--- src/rtl/ecp5pll_phase_ctrl.sv ---
// Sequencer for the ECP5 PLL dynamic phase-shift pins: setup, spaced phasestep pulses, optional load, done.
// Optional LOCKWAIT state (wait for stable pll_locked before done) is enabled by ECP5PLL_PHASE_LOCKWAIT_EN.
module ecp5pll_phase_ctrl #(
  parameter int STEP_W    = 10,
  parameter int SETUP_CYC = 4,
  parameter int PULSE_CYC = 4,
  parameter int GAP_CYC   = 4,
  parameter int LOCK_CYC  = 16
) (
  input  logic              clk_i,
  input  logic              reset,
  input  logic              req_valid,
  output logic              req_ready,
  input  logic [1:0]        req_sel,
  input  logic              req_dir,
  input  logic [STEP_W-1:0] req_steps,
  input  logic              req_load,
  output logic [1:0]        phasesel,
  output logic              phasedir,
  output logic              phasestep,
  output logic              phaseloadreg,
  input  logic              pll_locked,
  output logic              busy,
  output logic              done
);

  localparam int TMAX  = (SETUP_CYC > PULSE_CYC + GAP_CYC) ? SETUP_CYC : PULSE_CYC + GAP_CYC;
  localparam int TMR_W = $clog2(TMAX + 1);

  localparam logic [TMR_W-1:0] T_SETUP    = TMR_W'(SETUP_CYC - 1);
  localparam logic [TMR_W-1:0] T_PULSE    = TMR_W'(PULSE_CYC - 1);
  localparam logic [TMR_W-1:0] T_GAP      = TMR_W'(GAP_CYC - 1);
  localparam logic [TMR_W-1:0] T_LOAD     = TMR_W'(PULSE_CYC + GAP_CYC - 1);
  localparam logic [TMR_W-1:0] T_LOAD_LOW = TMR_W'(GAP_CYC);

  typedef enum logic [2:0] {
    S_IDLE,
    S_SETUP,
    S_PULSE,
    S_GAP,
    S_LOAD,
`ifdef ECP5PLL_PHASE_LOCKWAIT_EN
    S_LOCKWAIT,
`endif
    S_DONE
  } state_t;

  state_t              state_q, state_d;
  logic [TMR_W-1:0]    tmr_q, tmr_d;
  logic [STEP_W-1:0]   steps_q, steps_d;
  logic                load_q, load_d;
  logic [1:0]          sel_q, sel_d;
  logic                dir_q, dir_d;
  logic                step_q, step_d;
  logic                ldreg_q, ldreg_d;
  logic                busy_q, busy_d;
  logic                done_q, done_d;
  logic                ready_q, ready_d;
  state_t              finish_st;

`ifdef ECP5PLL_PHASE_LOCKWAIT_EN
  localparam int LK_W = $clog2(LOCK_CYC + 1);
  localparam logic [LK_W-1:0] LOCK_LAST = LK_W'(LOCK_CYC - 1);
  logic [LK_W-1:0] lock_cnt_q, lock_cnt_d;
`else
  logic unused_pll_locked;
  assign unused_pll_locked = pll_locked;
`endif

  always_comb begin
    state_d = state_q;
    tmr_d   = tmr_q;
    steps_d = steps_q;
    load_d  = load_q;
    sel_d   = sel_q;
    dir_d   = dir_q;
`ifdef ECP5PLL_PHASE_LOCKWAIT_EN
    lock_cnt_d = lock_cnt_q;
    finish_st  = S_LOCKWAIT;
`else
    finish_st  = S_DONE;
`endif
    unique case (state_q)
      S_IDLE: begin
        if (req_valid) begin
          sel_d   = req_sel;
          dir_d   = req_dir;
          steps_d = req_steps;
          load_d  = req_load;
          if (req_steps != '0) begin
            state_d = S_SETUP;
            tmr_d   = T_SETUP;
          end else if (req_load) begin
            state_d = S_LOAD;
            tmr_d   = T_LOAD;
          end else begin
            state_d = S_DONE;
          end
        end
      end
      S_SETUP: begin
        if (tmr_q == '0) begin
          state_d = S_PULSE;
          tmr_d   = T_PULSE;
        end else tmr_d = tmr_q - TMR_W'(1);
      end
      S_PULSE: begin
        if (tmr_q == '0) begin
          state_d = S_GAP;
          tmr_d   = T_GAP;
          steps_d = steps_q - STEP_W'(1);
        end else tmr_d = tmr_q - TMR_W'(1);
      end
      S_GAP: begin
        if (tmr_q == '0) begin
          if (steps_q != '0) begin
            state_d = S_PULSE;
            tmr_d   = T_PULSE;
          end else if (load_q) begin
            state_d = S_LOAD;
            tmr_d   = T_LOAD;
          end else state_d = finish_st;
        end else tmr_d = tmr_q - TMR_W'(1);
      end
      // LOAD covers the high pulse and the trailing low gap with one timer run
      S_LOAD: begin
        if (tmr_q == '0) state_d = finish_st;
        else tmr_d = tmr_q - TMR_W'(1);
      end
`ifdef ECP5PLL_PHASE_LOCKWAIT_EN
      S_LOCKWAIT: begin
        if (pll_locked) begin
          if (lock_cnt_q == LOCK_LAST) state_d = S_DONE;
          else lock_cnt_d = lock_cnt_q + LK_W'(1);
        end else lock_cnt_d = '0;
      end
`endif
      S_DONE:  state_d = S_IDLE;
      default: state_d = S_IDLE;
    endcase
`ifdef ECP5PLL_PHASE_LOCKWAIT_EN
    if (state_q != S_LOCKWAIT) lock_cnt_d = '0;
`endif
    step_d  = (state_d == S_PULSE);
    ldreg_d = (state_d == S_LOAD) && (tmr_d >= T_LOAD_LOW);
    busy_d  = (state_d != S_IDLE);
    done_d  = (state_d == S_DONE);
    ready_d = (state_d == S_IDLE);
  end

  always_ff @(posedge clk_i or posedge reset) begin
    if (reset) begin
      state_q <= S_IDLE;
      tmr_q   <= '0;
      steps_q <= '0;
      load_q  <= 1'b0;
      sel_q   <= 2'b00;
      dir_q   <= 1'b0;
      step_q  <= 1'b0;
      ldreg_q <= 1'b0;
      busy_q  <= 1'b0;
      done_q  <= 1'b0;
      ready_q <= 1'b1;
`ifdef ECP5PLL_PHASE_LOCKWAIT_EN
      lock_cnt_q <= '0;
`endif
    end else begin
      state_q <= state_d;
      tmr_q   <= tmr_d;
      steps_q <= steps_d;
      load_q  <= load_d;
      sel_q   <= sel_d;
      dir_q   <= dir_d;
      step_q  <= step_d;
      ldreg_q <= ldreg_d;
      busy_q  <= busy_d;
      done_q  <= done_d;
      ready_q <= ready_d;
`ifdef ECP5PLL_PHASE_LOCKWAIT_EN
      lock_cnt_q <= lock_cnt_d;
`endif
    end
  end

  assign req_ready    = ready_q;
  assign phasesel     = sel_q;
  assign phasedir     = dir_q;
  assign phasestep    = step_q;
  assign phaseloadreg = ldreg_q;
  assign busy         = busy_q;
  assign done         = done_q;

endmodule

--- config.mk ---
export PLATFORM = sky130hd
export DESIGN_NAME = ecp5pll_phase_ctrl
export DESIGN_NICKNAME = d
export VERILOG_FILES = /design/src/rtl/ecp5pll_phase_ctrl.sv
export SDC_FILE = /design/constraint.sdc
export NUM_CORES = 1
export LEC_CHECK = 0
export ABC_AREA = 1
export BUFFER_PORTS_ARGS = -buffer_cell sky130_fd_sc_hd__buf_2
export CORE_ASPECT_RATIO = 2
export CORE_MARGIN = 4
export CORE_UTILIZATION = 56
export DETAILED_ROUTE_END_ITERATION = 12
export PLACE_DENSITY = 0.81
export REMOVE_ABC_BUFFERS = 1
export SYNTH_ARGS = -nofsm -noshare
export SYNTH_HDL_FRONTEND = slang
export SYNTH_SLANG_ARGS = --single-unit
--- constraint.sdc ---
create_clock -name clk_i -period 1.63 [get_ports clk_i]
set_input_delay 0.0815 -clock clk_i [delete_from_list [all_inputs] [get_ports clk_i]]
set_output_delay 0.0815 -clock clk_i [all_outputs]
set_load 0.01 [all_outputs]
==> results.toml, run 1 <==
[logic_synthesis]
synth_edf_count = 0
synth_ff_type = "dfrtp_1"
ys_seq_area_frac = 0.400
yosysMostFrequentCell = "nand2_1"
yosys_register_bits = 26
syn_area_per_cell_sq_um = 7.47
syn_area_sq_mm = 0.00163
netlist_top_cells_count = "nand2_1, dfrtp_1, nor2_1, inv_1, nand3_1"
async_reset_ff_frac = 1.00
synth_area_leaders = "dfrtp_1, nand2_1, nor2_1"
synth_top_area_share = 0.384
synthesis.instances = 218
ys_warn_count = 0
yosys.area.top_type = "dfrtp_1"
ys_types = 35

[sta]
hold_viol = 0
drv_slew = 0
holdWs_ps = 4.66
period_share = 0.924
clock_skew_ps = 3.04
final-setup-viol-count = 0
period_needed_ps = 1510
max_slew.worst_pin.slew_ps = 338
rsz0062_at_grt = "no"
max_freq_ghz = 0.664
fin_ws_ps = 125
maxSlewHeadroom = 0.775

[setup_path]
critPathBufInv = 4
cpMaxStageDelayCell = "dfrtp_1"
crit_family = "simple AND/OR/NAND/NOR gates"
required_ps = 1810
end_kind = "flip-flop"
cp.arrival_ps = 1680
crit_path_cell_trace = "nor2_2, inv_2, nor2_4, inv_2, nor2_8, inv_4, nand2_8, inv_2, o21ai_1, nand2_1"
start_kind = "flip-flop"
critPathMaxStageDelay_ps = 430
path_max_fanout = 12
crit_type = "reg -> reg"
crit_top_cell = "inv_2"

[power_and_ir_drop]
vdd_ir_drop_max_mv = 1.12
power-per-cell-area_mw_per_mm2 = 1900
leakagePower_nw = 1.06
finalPower_mw = 3.80

[floorplanning]
die_x_um = 46.1
die_h_um = 84.2
die_area_sq_mm = 0.00389
num_rows = 27
core_area_sq_mm = 0.00277
initial_utilization = 0.588
pin_count = 26

[route]
first_pass_iters = 6
finalWirelength_mm = 3.95
drt_iter0_markers = 64
post-route-drc-count = 0
wire_per_inst_um = 13.8
vias_per_cell = 5.59
ant_nets = 0
num_vias = 1600

[final_layout]
stdcell_count = 286
drive_above_1_share = 0.296
final_nets = 279
area_delta_synth_final_pct = 23.0
diodes = 0

[grt]
grt_max_degree = 27
grt_pass1_vias = 1591
grt_usage = 0.222
antenna_found_initial = 0
grt_overflow = 0
grt_pass1_wl_mm = 6.48

[clock_network]
cts.reportedPaths.clkPinSlew_ps = 90
clock_sinks = 26
tritoncts = "yes"
cts_buffers = 3
worstSkewPairLatency_ps = 280
clk_path_buf_depth = 2
cts_max_level = 1
root_buffer = "clkbuf_8"

[hold_path]
hold_class = "in -> reg"

[run_status]
status = "complete, no violations"

[place]
dp_hpwl_mm = 2.93
place_ws_ps = -1.82
gp_congestion = 0.926
placedCellCount = 280
io_buffer_count = 24

[flow_run]
maxCapViolCount = 0
[per-layer routing]
metal | track usage | share of wire | wire [um]
met5 | 0 | 0 | 0
met4 | 0.114 | 0.049 | 192
met3 | 0.0322 | 0.041 | 161
met2 | 0.408 | 0.55 | 2190
met1 | 0.217 | 0.36 | 1410
[flip-flops by register name, indices dropped and copies added (netlist names), 2 cells and up, named ones only]
register	flops
phasesel	2
tmr_q	2
state_q	3
steps_q	10
[cell type report]
class                      count  area [sq um]
inverter                      33           129
sequential                    26           652
tap                           29          36.3
multi-input combinational    156           886
clock buffer                   3          41.3
clock inverter                 1          30.0
timing repair buffer          38           228
fill                         232           768
[power breakdown]
part | leakage (nW) | internal, mW | switching (mW) | total (mW)
registers | 0.322 | 0.932 | 0.190 | 1.12
logic | 0.705 | 0.829 | 1.30 | 2.13
clock network | 0.0357 | 0.329 | 0.220 | 0.550
total | 1.06 | 2.09 | 1.71 | 3.80
[worst paths after layout]
kind	start	to	slack, ps	depth (start not counted)
setup / recovery	state_q[1]$_DFF_PP0_	steps_q[4]$_DFFE_PP0P_	120	10
hold / removal	req_sel[0]	phasesel[0]$_DFFE_PP0P_	5	3
setup reg to reg	state_q[1]$_DFF_PP0_	steps_q[4]$_DFFE_PP0P_	120	10
hold reg to reg	phasesel[0]$_DFFE_PP0P_	phasesel[0]$_DFFE_PP0P_	480	2
max in group asynchronous	reset	req_ready$_DFF_PP1_	940	4
min in group asynchronous	reset	steps_q[0]$_DFFE_PP0P_	390	4
[stage by stage]
step           TNS, ps  utilization  area [sq um]
2_1_floorplan        0            -          1610
3_3_place_gp         0        0.669          1850
3_5_place_dp     -1.82        0.669          1850
4_1_cts          -16.6        0.698          1930
5_1_grt              0        0.723          2000
6_report             0        0.723          2000
[tightest hold or removal path, stage by stage]
cell	delay [ps]
buf_2	80
nand2_1	40
nand2_1	50
[cells by family (layout without fill, tap and decap cells)]
| logic type | Yosys count | in the layout | share of synthesized area |
|---|---|---|---|
| simple gates | 112 | 112 | 0.331 |
| compound gates | 37 | 37 | 0.134 |
| fa+ha+maj | 3 | 3 | 0.0231 |
| flops | 26 | 26 | 0.400 |
| xor+xnor | 4 | 4 | 0.0215 |
| buf+inv | 36 | 75 | 0.0907 |
[what timing repair did]
item	in CTS	in global routing
buffers inserted	0	1
resized for setup	0	15
endpoints found under the setup margin	4	17
hold buffers	1	0
endpoints found under the hold margin	25	0
pin swaps	1	2
cloned	0	0
[placed cells by master, fill, tap and decap left out, types with 2 or more instances in the layout]
cell type / count
a21oi_1: 9
buf_2: 24
nor2_1: 25
buf_4: 13
nand3_2: 4
inv_1: 20
nand4_1: 4
o211ai_1: 2
ha_4: 2
nor2_2: 2
dfrtp_1: 25
o22ai_1: 3
xor2_1: 2
inv_4: 2
nand2_1: 51
o21ai_0: 8
nor2_4: 2
inv_2: 11
nand2_4: 2
o21ai_1: 8
xnor2_1: 2
nor3_1: 2
nand3_1: 14
a31oi_1: 2
clkbuf_8: 3
Note: power is estimated with default switching activity, not from simulation.
==> run 2, diff against run 1 <==
--- a/config.mk
+++ b/config.mk
@@ -9,9 +9,10 @@
 export BUFFER_PORTS_ARGS = -buffer_cell sky130_fd_sc_hd__buf_2
 export CORE_ASPECT_RATIO = 2
 export CORE_MARGIN = 4
-export CORE_UTILIZATION = 56
+export CORE_UTILIZATION = 58
+export CTS_BUF_LIST = sky130_fd_sc_hd__clkbuf_2 sky130_fd_sc_hd__clkbuf_4 sky130_fd_sc_hd__clkbuf_8
 export DETAILED_ROUTE_END_ITERATION = 12
-export PLACE_DENSITY = 0.81
+export PLACE_DENSITY = 0.83
 export REMOVE_ABC_BUFFERS = 1
 export SYNTH_ARGS = -nofsm -noshare
 export SYNTH_HDL_FRONTEND = slang
==> run 2 against run 1 <==
Non-clock buffer count grew 2. Global-route usage grew 0.30 points. Worst setup slack lost 5.2 ps. Clock power shrank 2%. Largest cell class unchanged. Clock skew is essentially flat. Register-to-register slack is essentially flat.
==> results.toml, run 2 (synthesized netlist as in run 1, its figures left out) <==
[run_status]
status = "complete, no violations"

[floorplanning]
core_area_sq_mm = 0.00274
die_x_um = 45.5
pin_count = 26
die_area_sq_mm = 0.00377
num_rows = 27
initial_utilization = 0.595
die_h_um = 82.9

[final_layout]
top_register = "steps_q"
final_nets = 281
drive_above_1_share = 0.297
area_delta_synth_final_pct = 24.0
final_common_cell = "nand2_1"
largest_reg_flops = 10
utilization = 0.738
stdcell_count = 288
final_cell_mix = "nand2_1, dfrtp_1, nor2_1, buf_2, inv_1"
reg.largest.list = "steps_q: 10 flops, state_q: 3 flops"
diodes = 0
final_area_sq_mm = 0.00202

[route]
num_vias = 1586
drt_iter0_markers = 33
post-route-drc-count = 0
first_pass_iters = 4
finalWirelength_mm = 3.93
wire_per_inst_um = 13.6
vias_per_cell = 5.51
ant_nets = 0

[setup_path]
cpMaxStageDelayCell = "dfrtp_1"
reg2reg_slack_ps = 120
ff2ff_path_depth = 10
rr_startpoint = "steps_q[6]$_DFFE_PP0P_"
critPathMaxStageDelay_ps = 420
crit_top_cell = "nand3_1"
start_kind = "flip-flop"
cp.arrival_ps = 1730
crit_type = "reg -> reg"
rr_endpoint = "req_ready$_DFF_PP1_"
end_kind = "flip-flop"
crit_path_cell_trace = "nor2_2, nand2_1, nor2_4, nand3_1, nand3_1, nand3_1, nand2_2, inv_2, nand3_2, inv_2"
cp-endpoint = "req_ready$_DFF_PP1_"
path_max_fanout = 3
required_ps = 1850
startpoint = "steps_q[6]$_DFFE_PP0P_"

[sta]
max_freq_ghz = 0.662
holdWs_ps = 1.69
period_needed_ps = 1510
maxSlewHeadroom = 0.772
max_slew.worst_pin.slew_ps = 342
period_share = 0.927
drv_slew = 0
clock_skew_ps = 3.30
hold_viol = 0
final-setup-viol-count = 0

[grt]
grt_usage = 0.225
grt_pass1_vias = 1609
antenna_found_initial = 0
grt_max_degree = 27
grt_pass1_wl_mm = 6.55
grt_overflow = 0

[flow_run]
maxCapViolCount = 0

[clock_network]
tritoncts = "yes"
root_buffer = "clkbuf_8"
cts_buffers = 3
cts_max_level = 1
clock_sinks = 26
cts.reportedPaths.clkPinSlew_ps = 90
clk_path_buf_depth = 2
worstSkewPairLatency_ps = 280

[place]
post_dp_cell_area_sq_mm = 0.00186
placedCellCount = 281
io_buffer_count = 24
dp_hpwl_mm = 2.93
gp_congestion = 0.882

[power_and_ir_drop]
power-per-cell-area_mw_per_mm2 = 1910
vdd_ir_drop_max_mv = 0.992
p_sw_frac = 0.446
p_switching_mw = 1.72
leakagePower_nw = 1.07
sequentialPowerShare = 0.292
clock_power_share = 0.140
finalPower_mw = 3.85
p_comb_frac = 0.568
internal-power_mw = 2.13

[hold_path]
hold_class = "in -> reg"
min_from = "req_sel[1]"
run 2: changes by cell type in the layout (fill, tap and decap cells not counted), sizes merged:
cell,change
buf,+2
run 2: layout make-up:
cell class | instances | area [sq um]
clock buffer | 3 | 41.3
multi-input combinational | 156 | 887
inverter | 33 | 129
fill | 233 | 718
sequential | 26 | 652
timing repair buffer | 40 | 243
clock inverter | 1 | 30.0
tap | 29 | 36.3
run 2: metrics by stage:
step           setup WS (ps)  setup TNS (ps)
2_1_floorplan            124               0
3_3_place_gp            60.7               0
3_5_place_dp            24.6               0
4_1_cts                 10.5               0
5_1_grt               -0.706          -0.706
6_report                 119               0
run 2: power groups by stage:
stage	clock network, mW	logic (mW)	registers [mW]
4_1_cts	0.546	1.99	1.12
3_3_place_gp	0	1.93	1.11
6_report	0.541	2.19	1.12
5_1_grt	0.570	2.44	1.16
3_5_place_dp	0	1.96	1.13
2_1_floorplan	0	1.35	1.14
run 2: worst min path at each step:
| stage | to | slack [ps] | cells past startpoint |
|---|---|---|---|
| global route | phasesel[1]$_DFFE_PP0P_ | 2 | 3 |
| CTS | phasesel[1]$_DFFE_PP0P_ | 5 | 3 |
| detailed placement | phasedir$_DFFE_PP0P_ | 160 | 3 |
| finish | phasesel[1]$_DFFE_PP0P_ | 2 | 3 |
| floorplan | async pin | 120 | 1 |
| global placement | steps_q[0]$_DFFE_PP0P_ | 150 | 3 |
run 2: timing repair:
item                                    4_1_cts  5_1_grt
cloned                                        0        0
pin swaps                                     0        3
resized for setup                             1       13
buffers inserted                              0        2
endpoints found under the hold margin        25        0
endpoints found under the setup margin        2       16
hold buffers                                  1        0
run 2: critical path: cells and delay by family (launching register included):
kind	cells	cell delay, ps
and+or+nand+nor	8	960
DFF	1	420
buffers and inverters	2	70
run 2: layer usage:
metal | up-vias | part of all wire | track usage
met5 | - | 0 | 0
met4 | 0 | 0.022 | 0.0853
met3 | 11 | 0.036 | 0.0239
met2 | 41 | 0.59 | 0.410
met1 | 748 | 0.35 | 0.243
li1 | 786 | - | -
